[src/rtl/dil_sign_feeder.sv]
// dil_sign_feeder
// Streams the packed secret key and message into a dilithium core running SIGN.
// After an accepted start pulse the block walks the segment order selected by
// HIGH_PERF, reads sk/msg words from a word-addressed buffer (1-cycle read
// latency) and presents them on a valid/ready stream at one word per cycle.
// The MLEN segment is a single synthesised word (msg_len zero-extended).
//
// Optional feature: define DIL_FEEDER_STALL_CNT_EN to add the stall_cycles
// output, a saturating count of busy cycles with valid_o && !ready_i.
//
// Ports:
//   clk, rst_n            clock, asynchronous active-low reset
//   start                 one-cycle request, ignored unless idle
//   sk_base, msg_base     word addresses of packed sk and message
//   msg_len               message length in bytes
//   mem_rd_en/addr/data   read port, data valid one cycle after mem_rd_en
//   core_start            one-cycle start pulse to the core
//   valid_o/ready_i/data_o  output stream
//   busy, done            run in progress / end-of-run pulse
//   stall_cycles          (DIL_FEEDER_STALL_CNT_EN only) stall counter
module dil_sign_feeder #(
  parameter int unsigned W         = 64,
  parameter int unsigned AW        = 16,
  parameter int unsigned SEC_LEVEL = 2,
  parameter int unsigned HIGH_PERF = 1
) (
  input  logic          clk,
  input  logic          rst_n,
  input  logic          start,
  input  logic [AW-1:0] sk_base,
  input  logic [AW-1:0] msg_base,
  input  logic [31:0]   msg_len,
  output logic          mem_rd_en,
  output logic [AW-1:0] mem_rd_addr,
  input  logic [W-1:0]  mem_rd_data,
  output logic          core_start,
  output logic          valid_o,
  input  logic          ready_i,
  output logic [W-1:0]  data_o,
  output logic          busy,
  output logic          done
`ifdef DIL_FEEDER_STALL_CNT_EN
  ,
  output logic [31:0]   stall_cycles
`endif
);

  localparam int unsigned SeedW  = 256 / W;
  localparam int unsigned S1Bits = (SEC_LEVEL == 2) ? 3072 : (SEC_LEVEL == 3) ? 5120 : 5376;
  localparam int unsigned S2Bits = (SEC_LEVEL == 2) ? 3072 : 6144;
  localparam int unsigned T0Bits = (SEC_LEVEL == 2) ? 13312 : (SEC_LEVEL == 3) ? 19968 : 26624;
  localparam int unsigned S1W    = S1Bits / W;
  localparam int unsigned S2W    = S2Bits / W;
  localparam int unsigned T0W    = T0Bits / W;
  localparam int unsigned OffK   = SeedW;
  localparam int unsigned OffTr  = 2 * SeedW;
  localparam int unsigned OffS1  = 3 * SeedW;
  localparam int unsigned OffS2  = OffS1 + S1W;
  localparam int unsigned OffT0  = OffS2 + S2W;
  localparam int unsigned LogW   = $clog2(W);
  // Wide enough for ceil(8 * 2^32 / W) message words at any legal W.
  localparam int unsigned CntW   = 36;

  typedef enum logic [1:0] {StIdle, StSeg, StDrain} state_e;
  typedef enum logic [2:0] {
    SegRho, SegK, SegTr, SegS1, SegS2, SegT0, SegMlen, SegMsg
  } seg_e;

  // Maps the running segment index to the segment it stands for.
  function automatic seg_e seg_at(input logic [2:0] idx);
    seg_e s;
    if (HIGH_PERF != 0) begin
      case (idx)
        3'd0:    s = SegRho;
        3'd1:    s = SegMlen;
        3'd2:    s = SegTr;
        3'd3:    s = SegMsg;
        3'd4:    s = SegK;
        3'd5:    s = SegS1;
        3'd6:    s = SegS2;
        default: s = SegT0;
      endcase
    end else begin
      case (idx)
        3'd0:    s = SegRho;
        3'd1:    s = SegK;
        3'd2:    s = SegTr;
        3'd3:    s = SegS1;
        3'd4:    s = SegS2;
        3'd5:    s = SegT0;
        3'd6:    s = SegMlen;
        default: s = SegMsg;
      endcase
    end
    return s;
  endfunction

  state_e          state_q, state_d;
  logic [2:0]      seg_idx_q, seg_idx_d;
  logic [CntW-1:0] cnt_q, cnt_d;
  logic [AW-1:0]   sk_base_q, msg_base_q;
  logic [31:0]     msg_len_q;
  logic [CntW-1:0] msg_words_q;
  logic            core_start_q, core_start_d;
  logic            done_q, done_d;
  logic            infl_q, infl_mlen_q;
  logic [W-1:0]    fifo_q [2];
  logic            wr_ptr_q, rd_ptr_q;
  logic [1:0]      fifo_cnt_q, fifo_cnt_d;

  seg_e            seg;
  logic [CntW-1:0] seg_len;
  logic [AW-1:0]   seg_base;
  logic [AW-1:0]   rd_addr_calc;
  logic [CntW-1:0] msg_bits;
  logic [CntW-1:0] msg_words_raw;
  logic [CntW-1:0] msg_words_calc;
  logic [2:0]      occ_after;
  logic            accept, issue, last_word, pop, push;
  logic [W-1:0]    push_data;
  logic [W-1:0]    mlen_word;

  assign accept = (state_q == StIdle) && start;
  assign seg    = seg_at(seg_idx_q);

  always_comb begin
    seg_len = CntW'(SeedW);
    unique case (seg)
      SegRho, SegK, SegTr: seg_len = CntW'(SeedW);
      SegS1:               seg_len = CntW'(S1W);
      SegS2:               seg_len = CntW'(S2W);
      SegT0:               seg_len = CntW'(T0W);
      SegMlen:             seg_len = CntW'(1);
      SegMsg:              seg_len = msg_words_q;
      default:             seg_len = CntW'(1);
    endcase
  end

  always_comb begin
    seg_base = sk_base_q;
    unique case (seg)
      SegRho:  seg_base = sk_base_q;
      SegK:    seg_base = sk_base_q + AW'(OffK);
      SegTr:   seg_base = sk_base_q + AW'(OffTr);
      SegS1:   seg_base = sk_base_q + AW'(OffS1);
      SegS2:   seg_base = sk_base_q + AW'(OffS2);
      SegT0:   seg_base = sk_base_q + AW'(OffT0);
      SegMsg:  seg_base = msg_base_q;
      SegMlen: seg_base = '0;
      default: seg_base = '0;
    endcase
  end

  assign rd_addr_calc = seg_base + AW'(cnt_q);

  // msg words = max(1, ceil(8 * msg_len / W)); W is a power of two.
  assign msg_bits       = {1'b0, msg_len, 3'b000};
  assign msg_words_raw  = (msg_bits + CntW'(W - 1)) >> LogW;
  assign msg_words_calc = (msg_words_raw == '0) ? CntW'(1) : msg_words_raw;

  // Output stream straight from the FIFO head.
  assign valid_o = (fifo_cnt_q != 2'd0);
  assign data_o  = fifo_q[rd_ptr_q];
  assign pop     = valid_o && ready_i;
  assign push    = infl_q;

  // Credit counts the entry leaving this cycle so a stream at full rate never
  // bubbles, while buffered + in-flight words stay within the 2 FIFO slots.
  assign occ_after = {1'b0, fifo_cnt_q} + {2'b00, infl_q} - {2'b00, pop};
  assign issue     = (state_q == StSeg) && (occ_after < 3'd2);
  assign last_word = (cnt_q == seg_len - CntW'(1));

  // MLEN takes a FIFO slot through the in-flight stage but never touches memory.
  assign mem_rd_en   = issue && (seg != SegMlen);
  assign mem_rd_addr = mem_rd_en ? rd_addr_calc : '0;

  assign mlen_word = W'(msg_len_q);
  assign push_data = infl_mlen_q ? mlen_word : mem_rd_data;

  assign core_start = core_start_q;
  assign busy       = (state_q != StIdle);
  assign done       = done_q;

  always_comb begin
    state_d      = state_q;
    seg_idx_d    = seg_idx_q;
    cnt_d        = cnt_q;
    core_start_d = 1'b0;
    done_d       = 1'b0;
    unique case (state_q)
      StIdle: begin
        if (start) begin
          state_d      = StSeg;
          seg_idx_d    = 3'd0;
          cnt_d        = '0;
          core_start_d = 1'b1;
        end
      end
      StSeg: begin
        if (issue) begin
          if (last_word) begin
            cnt_d = '0;
            if (seg_idx_q == 3'd7) begin
              state_d = StDrain;
            end else begin
              seg_idx_d = seg_idx_q + 3'd1;
            end
          end else begin
            cnt_d = cnt_q + CntW'(1);
          end
        end
      end
      StDrain: begin
        // Last word is the sole remaining entry and is being accepted.
        if (!infl_q && (fifo_cnt_q == 2'd1) && pop) begin
          state_d = StIdle;
          done_d  = 1'b1;
        end
      end
      default: state_d = StIdle;
    endcase
  end

  always_comb begin
    fifo_cnt_d = fifo_cnt_q;
    case ({push, pop})
      2'b10:   fifo_cnt_d = fifo_cnt_q + 2'd1;
      2'b01:   fifo_cnt_d = fifo_cnt_q - 2'd1;
      default: fifo_cnt_d = fifo_cnt_q;
    endcase
  end

  always_ff @(posedge clk or negedge rst_n) begin
    if (!rst_n) begin
      state_q      <= StIdle;
      seg_idx_q    <= 3'd0;
      cnt_q        <= '0;
      core_start_q <= 1'b0;
      done_q       <= 1'b0;
      sk_base_q    <= '0;
      msg_base_q   <= '0;
      msg_len_q    <= '0;
      msg_words_q  <= CntW'(1);
      infl_q       <= 1'b0;
      infl_mlen_q  <= 1'b0;
    end else begin
      state_q      <= state_d;
      seg_idx_q    <= seg_idx_d;
      cnt_q        <= cnt_d;
      core_start_q <= core_start_d;
      done_q       <= done_d;
      infl_q       <= issue;
      infl_mlen_q  <= issue && (seg == SegMlen);
      if (accept) begin
        sk_base_q   <= sk_base;
        msg_base_q  <= msg_base;
        msg_len_q   <= msg_len;
        msg_words_q <= msg_words_calc;
      end
    end
  end

  always_ff @(posedge clk or negedge rst_n) begin
    if (!rst_n) begin
      fifo_q[0]  <= '0;
      fifo_q[1]  <= '0;
      wr_ptr_q   <= 1'b0;
      rd_ptr_q   <= 1'b0;
      fifo_cnt_q <= 2'd0;
    end else begin
      if (push) begin
        fifo_q[wr_ptr_q] <= push_data;
        wr_ptr_q         <= ~wr_ptr_q;
      end
      if (pop) begin
        rd_ptr_q <= ~rd_ptr_q;
      end
      fifo_cnt_q <= fifo_cnt_d;
    end
  end

`ifdef DIL_FEEDER_STALL_CNT_EN
  logic [31:0] stall_q;

  always_ff @(posedge clk or negedge rst_n) begin
    if (!rst_n) begin
      stall_q <= '0;
    end else if (accept) begin
      stall_q <= '0;
    end else if (busy && valid_o && !ready_i && (stall_q != '1)) begin
      stall_q <= stall_q + 32'd1;
    end
  end

  assign stall_cycles = stall_q;
`endif

endmodule

[config.mk]
export PLATFORM = sky130hd
export DESIGN_NAME = dil_sign_feeder
export DESIGN_NICKNAME = d
export VERILOG_FILES = /design/src/rtl/dil_sign_feeder.sv
export SDC_FILE = /design/constraint.sdc
export NUM_CORES = 1
export LEC_CHECK = 0
export CAP_MARGIN = 20
export CORE_MARGIN = 10
export CORE_UTILIZATION = 45
export CTS_CLUSTER_DIAMETER = 50
export DETAILED_ROUTE_END_ITERATION = 6
export HOLD_SLACK_MARGIN = 0.06
export PLACE_DENSITY = 0.73
export SLEW_MARGIN = 0
export SYNTH_ARGS = -nofsm -noshare
export SYNTH_HDL_FRONTEND = slang
export SYNTH_SLANG_ARGS = --single-unit
[constraint.sdc]
create_clock -name clk -period 8.17 [get_ports clk]
set_input_delay 1.2255 -clock clk [delete_from_list [all_inputs] [get_ports clk]]
set_output_delay 1.2255 -clock clk [all_outputs]
set_load 0.005 [all_outputs]
======== Yosys cells after proc, flatten, opt, wreduce, memory -nomap -nowiden ========
Index checks and enable logic that the tools add are counted.
W data, S select, Z words.
cells by class
  eq/ne operators ......................... 27
  muxes and demuxes ....................... 32
  $add $sub $neg .......................... 14
  bitwise operators ....................... 4
  reduce and logical (&&, ||, !) cells .... 22
  magnitude comparators ................... 4
operator list
  cell                     number
  $mux W64                 5
  $pmux W36 S5             1
  $bwmux W128              1
  $pmux W16 S8             1
  $mux W36                 3
  $pmux W36 S2             1
  $demux W64 S1            1
  $add A35 B6 Y36 const B  1
  $add A36 B1 Y36 const B  1
  $eq A36 B36 Y1           1
  $logic_not A36 Y1        1
  $sub A36 B1 Y36 const B  1
  $add A16 B4 Y16 const B  2
  $mux W30                 1
  $eq A3 B3 Y1 const B     8
  $pmux W3 S7              1
  $add A16 B16 Y16         1
  $add A16 B3 Y16 const B  1
  $add A16 B6 Y16 const B  1
  $add A16 B7 Y16 const B  1
  $mux W16                 1
  $eq A3 B2 Y1 const B     4
  $mux W3                  4
  $mux W2                  5
  other kinds (29)         55
word-level totals
  register bits after elaboration ......... 277
  output and inout bits ................... 85
  word-level logic and storage cells ...... 119

======== Logic depth before layout (Yosys ltp) ========
  depth in word-level cells ............... 10
  depth in mapped cells ................... 22

======== Worst setup path after synthesis ========
No wires, ideal clock.
  kind .................................... reg2out
  start point ............................. register seg_idx_q[1]
  end point ............................... output port mem_rd_addr[15]
  arrival ................................. 4.166 ns
  slack ................................... 2.778 ns
  path buffers ............................ 4
  data required time ...................... 6.945 ns
  cell stages (with the launch flop) ...... 20
  cells stage by stage .................... dfrtp_1 -> clkbuf_1 -> clkbuf_1 -> clkbuf_1 -> buf_1 -> and3_1 -> ha_1 -> nor2b_1 -> o21a_1 -> xnor2_1 -> mux2i_1 -> ha_1 -> and2_1 -> a31o_2 -> a31oi_1 -> a21oi_1 -> a211o_1 -> a21oi_1 -> xnor2_1 -> nor2_1
on the way
  cells in the longest elaborated chain, start to end .. 6
  elaborated cells between the ends (all ways) .. 21
  classes of those cells .................. add/sub (1); eq/ne (14); mux (3); reduce/logical (3)
RTL lines
  element                               RTL line  RTL
  from (decl)                           99        logic [2:0] seg_idx_q, seg_idx_d;
  from (signal assigned)                248       seg_idx_q <= seg_idx_d;
  $eq A3 B3 Y1 (tied with other cells)  73        case (idx)
  $pmux W3 S7 *                         73
  $eq A3 B3 Y1 (tied with other cells)  141       unique case (seg)
  $pmux W16 S8                          141
  $add A16 B16 Y16                      154       assign rd_addr_calc = seg_base + AW'(cnt_q);
  $mux W16 *                            175       assign mem_rd_addr = mem_rd_en ? rd_addr_calc : '0;
  to (decl)                             34        output logic [AW-1:0] mem_rd_addr,
Mark *: on every way between the ends. The rest lies on a longest branch, timed or not.

======== Final worst setup path ========
  start point ............................. register seg_idx_q[0]
  end point ............................... output port mem_rd_addr[15]
Same word-level chain as after synthesis.

==> impl_metrics.ini <==
[run_status]
status = complete, no violations

[global_route]
grt_pass1_wl_um = 78400
antenna_found_initial = 4
first_global_vias = 13900
track_usage_pct = 21.9
grt-ovfl-total = 0
grt_max_degree = 117

[yosys]
synth_most_common_cell = nand2_1
synthArstFlopShare_pct = 100
seq_area_frac_synth_pct = 42.6
synthTopCellsByArea = dfrtp_1, nand2_1, o21ai_0
syn-instance-count = 1853
yosys.area.top_type = dfrtp_1
syn_area_um2 = 15900
synth_top_area_share_pct = 42.4
avgSynthCellArea_um2 = 8.59
syn-num-nets = 2016
netlist-cell-type-count = 77
synth_commonest_cells = nand2_1, dfrtp_1, o21ai_0, clkbuf_1, nor2_1
ys_warn_count = 0
synth_edf_count = 0
synth-seq-cells = 271
ys.flop_type = dfrtp_1

[finish]
design_area_um2 = 19600
final_cells = 2483
drive_above_1_share_pct = 8.49
syn_to_final_growth_pct = 23.1
nets = 2164

[sta]
skew_ps = 15.0
relSlewSlack_pct = 28.7
drv_slew = 0
tightest_slew_ps = 1070
fmax_ghz = 0.144
rsz0062_at_grt = no
finalSetupTns_ps = 0
final-hold-violation-count = 0
fin_crit_sh_pct = 85.1
setup_violations = 0
period_minus_slack_ps = 6950

[pwr]
p_clk_share_pct = 24.3
p_leak_nw = 8.46
pwr_density_cell_nw_per_um2 = 338
p_sw_share_pct = 36.7
p_int_mw = 4.20
ir_drop_mv = 0.202
pwr-share-comb_pct = 41.1
sequentialPowerShare_pct = 34.6
netSwitchingPower_mw = 2.43

[setup_path]
endpoint_kind = output pin
path_class = flip-flop to output pin
cp-start-kind = flip-flop
critPathMaxFanout = 32
cp.required_ps = 6940
crit_arrival_ps = 5720

[cts]
clk_latency_ps = 530
cts.sinks = 271
clk_path_buf_depth = 3
clock-root-buffer = clkbuf_16
clkSlewWorstSetupHoldPaths_ps = 60
hold_buffers = 0
numCtsBuffers = 35
cts_tree = built
post_cts_resize_count = 0
htree_levels = 2
post_cts_buffers = 0

[floorplan]
fp.dieW_um = 208
core_area_um2 = 34700
die_h_um = 208
fp-row-count = 68
die-area_um2 = 43300
start_util_pct = 45.9
io_pins = 217

[placement]
routabilityCongestion = 0.941
dp_cells = 2418
dp_hpwl_um = 35600
io_buffers = 216
dpl_cell_area_um2 = 18400

[route]
drt-total-wl_um = 48600
detail_route.vias_per_cell = 5.68
drt_iter0_drc = 1070
detail_route.wl_per_cell_um = 19.6
vias = 14100
antenna_left = 0
drtPass1Iterations = 5
drc_errors = 0

[min_path]
hold_class = flip-flop to flip-flop

[flow_run]
cap_viol_max_count = 0
kinds of logic (layout without fill, tap and decap cells):
| family | count (synthesis) | count (layout) | synth area share, % |
|---|---|---|---|
| muxes | 110 | 110 | 7.45 |
| buffers and inverters | 161 | 334 | 3.85 |
| other | 0 | 2 | 0 |
| DFF | 271 | 271 | 42.6 |
| adders and majority gates | 31 | 31 | 2.58 |
| xor gates and xnor gates | 110 | 110 | 6.05 |
| and+or+nand+nor | 799 | 799 | 23.1 |
| AOI/OAI and AO/OA | 371 | 371 | 14.4 |
final timing paths:
kind | from | endpoint | slack, ps | cells past startpoint
setup / recovery | seg_idx_q[0] | mem_rd_addr[15] | 1220 | 21
hold / removal | msg_len_q[4] | msg_len_q[4] | 470 | 2
setup reg to reg | seg_idx_q[2] | cnt_q[24] | 2250 | 14
hold reg to reg | msg_len_q[4] | msg_len_q[4] | 470 | 2
max in group asynchronous | rst_n | infl_mlen_q | 5940 | 2
min in group asynchronous | rst_n | fifo_q[45] | 700 | 1
metrics by stage:
stage               power, mW  worst slack, ps  hold WS (ps)  util, %
finish                   6.62             1220           472     56.5
global route             7.08              682           493     56.5
CTS                      6.67             1190           478     56.4
detailed placement       5.01             1790           463     52.9
global placement         4.94             1810           456     52.9
floorplan                3.75             2780           444        -
power by group through the flow:
| stage | logic (mW) | registers, mW | clock network (mW) |
|---|---|---|---|
| final | 2.72 | 2.29 | 1.61 |
| after global routing | 3.02 | 2.36 | 1.70 |
| after CTS | 2.74 | 2.28 | 1.64 |
| after detailed placement | 2.71 | 2.30 | 0 |
| after global placement | 2.66 | 2.28 | 0 |
| after floorplan | 1.67 | 2.08 | 0 |
cell type report:
| class | instances | area [µm²] |
|---|---|---|
| Clock inverter | 17 | 246 |
| Sequential cell | 271 | 6790 |
| Inverter | 37 | 139 |
| Timing Repair Buffer | 235 | 2310 |
| Antenna cell | 2 | 5.00 |
| Fill cell | 3144 | 15100 |
| Clock buffer | 45 | 993 |
| Tap cell | 455 | 569 |
| Multi-Input combinational cell | 1421 | 8550 |
layer usage:
layer	share of wire (%)	global-route usage (%)	vias up
met4	3.2	7.50	4
met3	5.0	3.53	101
li1	-	-	6749
met2	46	34.8	467
met1	46	29.6	6787
met5	0.056	0	-
registers in the layout, summed over array words and instances, names as in the netlist:
name,count
infl_mlen_q,1
msg_base_q,16
core_start,1
msg_words_q,30
wr_ptr_q,1
sk_base_q,16
seg_idx_q,3
rd_ptr_q,1
msg_len_q,32
done,1
fifo_q,128
infl_q,1
fifo_cnt_q,2
cnt_q,36
state_q,2
worst max-delay path: stages, from the launching register on:
cell             delay (ps)
dfrtp_1                 940
inv_1                   470
nand2_1                 230
inv_1                    60
ha_1                    310
a21oi_1                 150
nor2_1                   60
nor2_1                  160
nor2b_1                  70
o21a_1                  220
xnor2_1                 140
mux2i_1                  90
ha_1                    380
and2_1                  200
a31o_2                  210
a31oi_1                 190
a21oi_1                 170
a211o_1                 280
a21oi_1                 170
xnor2_1                  80
nor2_1                   90
clkdlybuf4s50_1         510
layout by cell type (no fill, tap or decap), drive strengths merged, types with 42 or more instances in the layout:
| master | count |
|---|---|
| nand2 | 433 |
| dfrtp | 270 |
| clkdlybuf4s50 | 215 |
| o21ai | 192 |
| nor2 | 102 |
| mux2 | 68 |
| xnor2 | 60 |
| xor2 | 50 |
| nand2b | 49 |
| clkbuf | 45 |
| nand3 | 44 |
| mux2i | 42 |
Power figures use the tool's default switching activity.
